**src/rtl/exec_selwr_pkg.sv**
```systemverilog
// Shared exec write-back definitions: destination select,
// sequencer state and byte-lane enable encodings.
package exec_selwr_pkg;

    localparam logic [1:0] SEL_NONE = 2'd0;
    localparam logic [1:0] SEL_RF   = 2'd1;
    localparam logic [1:0] SEL_MEM  = 2'd2;
    localparam logic [1:0] SEL_BOTH = 2'd3;

    localparam logic [1:0] IDLE = 2'd0;
    localparam logic [1:0] MEM1 = 2'd1;
    localparam logic [1:0] MEM2 = 2'd2;

    localparam logic [1:0] BE_LO = 2'b01;
    localparam logic [1:0] BE_HI = 2'b10;
    localparam logic [1:0] BE_W  = 2'b11;

    typedef struct packed {
        logic [1:0]  be;
        logic [15:0] data;
    } lane_t;

endpackage

```
**src/rtl/exec_lane_align.sv**
```systemverilog
// Places a result on the 16-bit memory bus lanes for the
// current store phase; odd word stores use two phases.
module exec_lane_align
    import exec_selwr_pkg::*;
(
    input  logic        iOdd,
    input  logic        iWord,
    input  logic        iPhase2,
    input  logic [15:0] iRes,
    output lane_t       oLane
);

    always_comb begin
        oLane = '0;
        unique case (1'b1)
            (!iWord && !iOdd): begin
                oLane.be   = BE_LO;
                oLane.data = {8'h00, iRes[7:0]};
            end
            (!iWord && iOdd): begin
                oLane.be   = BE_HI;
                oLane.data = {iRes[7:0], 8'h00};
            end
            (iWord && !iOdd): begin
                oLane.be   = BE_W;
                oLane.data = iRes;
            end
            (iWord && iOdd && !iPhase2): begin
                oLane.be   = BE_HI;
                oLane.data = {iRes[7:0], 8'h00};
            end
            (iWord && iOdd && iPhase2): begin
                oLane.be   = BE_LO;
                oLane.data = {8'h00, iRes[15:8]};
            end
            default: oLane = '0;
        endcase
    end

endmodule

```
**src/rtl/exec_selwr.sv**
```systemverilog
// Exec write-back sequencer: routes a result to the register
// file, the memory write bus, or both, stalling on memory.
module exec_selwr
    import exec_selwr_pkg::*;
#(
    parameter int AW = 20,
    parameter int DW = 16
) (
    input  logic          iClk,
    input  logic          iRst_n,
    input  logic          iValid,
    output logic          oReady,
    input  logic [1:0]    iSelOut,
    input  logic          iWordOp,
    input  logic [2:0]    iRegIdx,
    input  logic [DW-1:0] iRes,
    input  logic [AW-1:0] iAddr,
    output logic          oRfWe,
    output logic [2:0]    oRfIdx,
    output logic [DW-1:0] oRfData,
    output logic          oRfWord,
    output logic          oMemReq,
    output logic [AW-2:0] oMemAddr,
    output logic [DW-1:0] oMemData,
    output logic [1:0]    oMemBe,
    input  logic          iMemAck,
    output logic          oDone
);

    logic [1:0]    r_state;
    logic [1:0]    w_next;
    logic [AW-1:0] r_addr;
    logic [DW-1:0] r_res;
    logic          r_word;
    logic          r_rfWe;
    logic [2:0]    r_rfIdx;
    logic [DW-1:0] r_rfData;
    logic          r_rfWord;
    logic          r_done;

    logic          w_acc;
    logic          w_toRf;
    logic          w_toMem;
    logic          w_busy;
    logic          w_ack;
    logic          w_split;
    logic          w_last;
    logic [AW-2:0] w_wordAddr;
    logic [AW-2:0] w_nextAddr;
    lane_t         w_lane;

    assign w_toRf  = (iSelOut == SEL_RF) || (iSelOut == SEL_BOTH);
    assign w_toMem = (iSelOut == SEL_MEM) || (iSelOut == SEL_BOTH);

    assign oReady  = (r_state == IDLE);
    assign w_busy  = (r_state == MEM1) || (r_state == MEM2);
    assign w_acc   = iValid && oReady;
    assign w_ack   = w_busy && iMemAck;
    assign w_split = r_word && r_addr[0];
    assign w_last  = (r_state == MEM2) || !w_split;

    // Second half of a split store lands in the next word, wrapping.
    assign w_wordAddr = r_addr[AW-1:1];
    assign w_nextAddr = w_wordAddr + {{(AW-2){1'b0}}, 1'b1};

    exec_lane_align u_align (
        .iOdd    (r_addr[0]),
        .iWord   (r_word),
        .iPhase2 (r_state == MEM2),
        .iRes    (r_res),
        .oLane   (w_lane)
    );

    always_comb begin
        w_next = r_state;
        unique case (r_state)
            IDLE: if (w_acc && w_toMem) w_next = MEM1;
            MEM1: if (w_ack) w_next = w_split ? MEM2 : IDLE;
            MEM2: if (w_ack) w_next = IDLE;
            default: w_next = IDLE;
        endcase
    end

    always_ff @(posedge iClk or negedge iRst_n) begin
        if (!iRst_n) begin
            r_state <= IDLE;
            r_addr  <= '0;
            r_res   <= '0;
            r_word  <= 1'b0;
            r_done  <= 1'b0;
        end else begin
            r_state <= w_next;
            r_done  <= (w_acc && !w_toMem) || (w_ack && w_last);
            if (w_acc) begin
                r_addr <= iAddr;
                r_res  <= iRes;
                r_word <= iWordOp;
            end
        end
    end

    // RF write runs independently of the memory sequence.
    always_ff @(posedge iClk or negedge iRst_n) begin
        if (!iRst_n) begin
            r_rfWe   <= 1'b0;
            r_rfIdx  <= '0;
            r_rfData <= '0;
            r_rfWord <= 1'b0;
        end else begin
            r_rfWe <= w_acc && w_toRf;
            if (w_acc && w_toRf) begin
                r_rfIdx  <= iRegIdx;
                r_rfData <= iRes;
                r_rfWord <= iWordOp;
            end
        end
    end

    assign oRfWe   = r_rfWe;
    assign oRfIdx  = r_rfIdx;
    assign oRfData = r_rfData;
    assign oRfWord = r_rfWord;
    assign oDone   = r_done;

    assign oMemReq  = w_busy;
    assign oMemBe   = w_busy ? w_lane.be : 2'b00;
    assign oMemData = w_busy ? w_lane.data : '0;
    assign oMemAddr = (r_state == MEM2) ? w_nextAddr :
                      (r_state == MEM1) ? w_wordAddr : '0;

endmodule

```
**config.mk**
```make
export PLATFORM = sky130hd
export DESIGN_NAME = exec_selwr
export DESIGN_NICKNAME = d
export VERILOG_FILES = /design/src/rtl/exec_selwr_pkg.sv /design/src/rtl/exec_lane_align.sv /design/src/rtl/exec_selwr.sv
export SDC_FILE = /design/constraint.sdc
export NUM_CORES = 1
export LEC_CHECK = 0
export BUFFER_PORTS_ARGS = -buffer_cell sky130_fd_sc_hd__buf_2
export CAP_MARGIN = 20
export CELL_PAD_IN_SITES_DETAIL_PLACEMENT = 1
export CELL_PAD_IN_SITES_GLOBAL_PLACEMENT = 1
export CORE_UTILIZATION = 35
export CTS_BUF_LIST = sky130_fd_sc_hd__clkbuf_8
export DETAILED_ROUTE_END_ITERATION = 6
export PLACE_DENSITY = 0.88
export SLEW_MARGIN = 5
export SYNTH_ARGS = -nofsm -noshare
export SYNTH_HDL_FRONTEND = slang
export SYNTH_SLANG_ARGS = --single-unit
```
**constraint.sdc**
```tcl
create_clock -name iClk -period 1.85 [get_ports iClk]
set_input_delay 0.185 -clock iClk [delete_from_list [all_inputs] [get_ports iClk]]
set_output_delay 0.185 -clock iClk [all_outputs]
set_load 0.01 [all_outputs]
```
# Word level (Yosys, flattened, before mapping)
# Index checks and enable logic that the tools add are counted.
# word_totals
in_bits,46
register_bits,61
out_inout_bits,61
# op_classes
addsub,1
reduce_logical,25
n_mux,10
n_eq_ne,8
# ops
operator,n
case mux 18 bit (4 select lines),1
two-way mux 19 bit,2
adder 19 x 1 -> 19 bit (second input constant),1
two-way mux 16 bit,1
logical AND 1 bit,12
two-way mux 2 bit,5
equality test 2 bit (second input constant),3
case mux 2 bit (3 select lines),1
zero test 1 bit,5
logical OR 1 bit,5
equality test 2 x 1 -> 1 bit (second input constant),2
!= test 2 bit (second input constant),2
AND reduction 3 bit,1
zero test 2 bit,1
!= test 2 x 1 -> 1 bit (second input constant),1
OR reduction 2 bit,1

# Logic depth before layout (Yosys ltp)
# depth
word_depth,6
depth_mapped,8
ltp_nobuf,6

# By module
# Synthesis repeated with hierarchy kept, for this count alone.
# hier_totals
hier_cells,292
hier_area_um2,3276.9
# by_module_without_submodules
module,area_each_um2,n_inst,cells_each,seq_area_each_um2
exec_selwr,3034.2,1,251,1526.5
exec_lane_align,242.7,1,41,0.0

# Least setup slack after synthesis
# OpenSTA, ideal clock, no wires.
# synth_timing
kind,register to output
start,reg r_state[0]
end,out oMemAddr[11]
path_buffers,0
path_slack_ns,0.017
t_required_ns,1.665
arrival_time_ns,1.648
path_stages_with_launch,6
cell_sequence,dfrtp_1 inv_1 ha_1 nand4_4 or4_1 o21ai_1
# synth_between
elab_chain_cells,3
word_cells_on_any_way,4
# synth_rtl
item,line,rtl
"start, declared",exec_selwr.sv:30,logic [1:0] r_state;
"start signal, assigned",exec_selwr.sv:92,r_state <= w_next;
equality test 2 x 1 -> 1 bit,exec_selwr.sv:129,(r_state == MEM1) ? w_wordAddr : '0;
two-way mux 19 bit,exec_selwr.sv:129,
two-way mux 19 bit (*),exec_selwr.sv:128,assign oMemAddr = (r_state == MEM2) ? w_nextAddr :
"end, declared",exec_selwr.sv:23,"output logic [AW-2:0] oMemAddr,"
# Mark *: on every way between the ends. The rest lies on a longest branch, timed or not.

# Worst setup path after layout
# layout_timing
start,reg r_state[0]
end,out oMemAddr[10]
# Same word-level chain as after synthesis.

==> metrics.md <==
| Metric | Value |
|---|---|
| Syn-to-layout area delta | 49.5% |
| CP Cell Sequence | inv_2, ha_4, nand4_4, buf_6, nor3_4, and3_4, mux2i_1, buf_2 |
| Count of pins over their slew limit | 0 |
| Placed cells | 488 |
| Layout cells sized above 1 | 65.1% |
| CP Data Arrival Time | 2000 ps |
| Yosys warnings | 0 |
| Placement Setup Slack | -84.8 ps |
| Clock skew | 4.12 ps |
| Distinct cells, synth | 35 |
| H-Tree Depth | 3 |
| DRT iter0 DRCs | 55 |
| Full die area | 9280 sq um |
| Hold slack | 78.1 ps |
| First-pass GRT wire length | 14.6 mm |
| Total gr overflow | 0 |
| Cell count after synthesis | 271 |
| N_diodes | 0 |
| Worst setup SP type | flop |
| Crit path max fanout | 5 |
| Power per standard cell area | 2030 nW/um^2 |
| Clock Latency Late Sink | 340 ps |
| Worst hold start | iAddr[19] |
| Initial Util | 35.9% |
| Synth top area cells | dfrtp_1 (49%), mux2_2 (21%), mux2i_1 (3.9%) |
| Yosys reg bits | 61 |
| Cell Count, Final, Fillers Out | 523 |
| Max VDD drop | 0.879 mV |
| CP Buf/Inv Count | 3 |
| Worst path max stage delay | 390 ps |
| Number of port buffers | 106 |
| Run status | complete, but fails checks |
| Row count | 34 |
| Drt total wl | 10.0 mm |
| RR Startpoint | r_state[0] |
| Pin count of the biggest net entering global routing | 62 |
| Boundary Pins | 107 |
| Via count | 2715 |
| Hold Fails Final Rpt | 0 |
| Antenna viol nets, final | 0 |
| CTS Buffer Depth | 2 |
| Critical Path RT | 1660 ps |
| Worst-margin pin slew | 585 ps |
| Routed len/inst | 19.1 um |
| Failing checks | negative setup slack |
| Setup TNS | -7840 ps |
| Post-synth top flop | dfrtp_1 |
| Post-synth EDFFs | 0 |
| Final WS setup | -333 ps |
| CP top delay family | simple AND/OR/NAND/NOR gates |
| Total CTS buffers | 9 |
| Min-Delay Path Class | in2reg |
| Routed vias/inst | 5.19 |
| Drt drc | 0 |
| Core Area | 8680 sq um |
| Overall Global Routing Usage | 21.3% |
| Clock sink total | 61 |
| Total iterations of the first detailed-routing run | 4 |
| Max_cap viols | 0 |
| Max transition margin | 60.8% |
| Final setup viols | 37 |
| Final nets | 461 |
| Fin crit period | 2180 ps |
| Worst setup path startpoint | r_state[0] |
| RSZ-0062 raised after global routing | true |
| Mapped Avg Cell Area | 11.5 sq um |
| Die height | 96.3 um |
| Initial antenna violation count | 0 |
| Final Cycle Share | 118% |
| Hpwl dp | 6.42 mm |
| Clock Tree Root | clkbuf_8 |
| Critical-path top delay cell | dfrtp_1 |
| Final GP Congestion | 0.782 |
| Vias in the first global route | 2986 |
| Die width | 96.3 um |
| Top cell type's share of synthesized area | 49.0% |
| Cell area after synthesis | 3110 sq um |
| CTS tree | yes |
| Async SR Flop Fraction | 100% |
| Leak | 2.18 nW |
| Total design power | 0.00945 W |
| Synth area leader | dfrtp_1 |
| Register area share after synthesis | 49.0% |
| Critical Path End Type | output pin |
| Post-synthesis net count | 321 |
| Highest Clock Rate | 0.458 GHz |
| Kind of critical path | reg2out |
| CTS clock-pin slew for the worst setup and hold paths | 70 ps |
worst paths after layout:
path	to	slack [ps]	cells after the start
min in group asynchronous	oRfData[4]	360	3
setup reg to reg	r_state[0]	30	10
hold / removal	r_addr[19]	80	2
hold reg to reg	oRfData[11]	510	1
setup / recovery	oMemAddr[10]	-330	8
max in group asynchronous	r_addr[1]	1160	3
placed cells by master (no fill, tap or decap), types with 2 or more instances in the layout:
| master | count |
|---|---|
| buf_2 | 102 |
| dfrtp_1 | 58 |
| mux2_2 | 57 |
| buf_4 | 22 |
| nand2_1 | 20 |
| nand3_1 | 14 |
| mux2i_1 | 12 |
| buf_6 | 11 |
| clkbuf_8 | 10 |
| a22oi_2 | 8 |
| nand2b_1 | 8 |
| nor2b_1 | 7 |
| a21boi_2 | 7 |
| nand2_2 | 5 |
| ha_4 | 4 |
| nand4_1 | 3 |
| nand3_2 | 3 |
| o21ai_2 | 3 |
| nor2b_4 | 3 |
| o21ai_1 | 3 |
| inv_1 | 3 |
| a21oi_1 | 3 |
| buf_12 | 3 |
| dfrtp_2 | 3 |
| or2_4 | 2 |
| and3_1 | 2 |
| nor4_4 | 2 |
| o211ai_1 | 2 |
| o21ai_0 | 2 |
| nor2b_2 | 2 |
| nor2_1 | 2 |
| bufinv_16 | 2 |
| buf_8 | 2 |
cell usage after synthesis (7+ instances only):
cell / n
dfrtp_1: 61
mux2_2: 57
nand2_1: 25
nand3_1: 17
mux2i_1: 12
nor2b_1: 12
clkbuf_1: 9
a21boi_0: 8
a22oi_1: 8
nand2b_1: 8
o21ai_0: 7
through the flow:
step | instance area, sq um | util, %
4_1_cts | 4350 | 50.1
6_report | 4650 | 53.6
2_1_floorplan | 3110 | -
3_5_place_dp | 3880 | 44.7
3_3_place_gp | 3880 | 44.7
5_1_grt | 4650 | 53.6
layout make-up:
cell class	count	area [sq um]
flip-flops and latches	61	1530
clock inverters	5	76.3
multi-input cells	191	1800
fillers	950	4020
inverters	5	26.3
well taps	108	135
clock buffers	10	138
repair buffers	143	952
cells by family after synthesis:
logic type	Yosys count	synth area share, %
and+or+nand+nor	78	13.9
muxes	69	24.5
DFF	61	49.0
AOI/OAI and AO/OA	39	8.40
buffers and inverters	20	2.61
adders and majority gates	4	1.61
state kept, by name, summed over array words and instances, names as in the netlist, 2 cells and up:
register  count
r_addr       20
oRfData      16
r_res        16
oRfIdx        3
r_state       2
power by group:
group	total, W	internal [W]	switching [W]
registers	0.00278	0.00202	0.000758
logic	0.00536	0.00286	0.00250
clock network	0.00131	0.000781	0.000534
repair_timing:
action | CTS | global route
resized for setup | 46 | 57
hold endpoints to repair | 61 | 0
gates cloned | 3 | 1
pin swaps | 10 | 22
hold buffers | 1 | 0
setup endpoints to repair | 36 | 37
setup buffers | 8 | 7
routing by layer:
layer  GRT usage, %  vias up  wire, um
met2           38.6       88      5560
met1           22.8     1357      3670
met5              0        -         0
li1               -     1253         -
met4           9.19        0       227
met3           6.64       17       543
No activity file was read; power rests on OpenSTA's default activity.
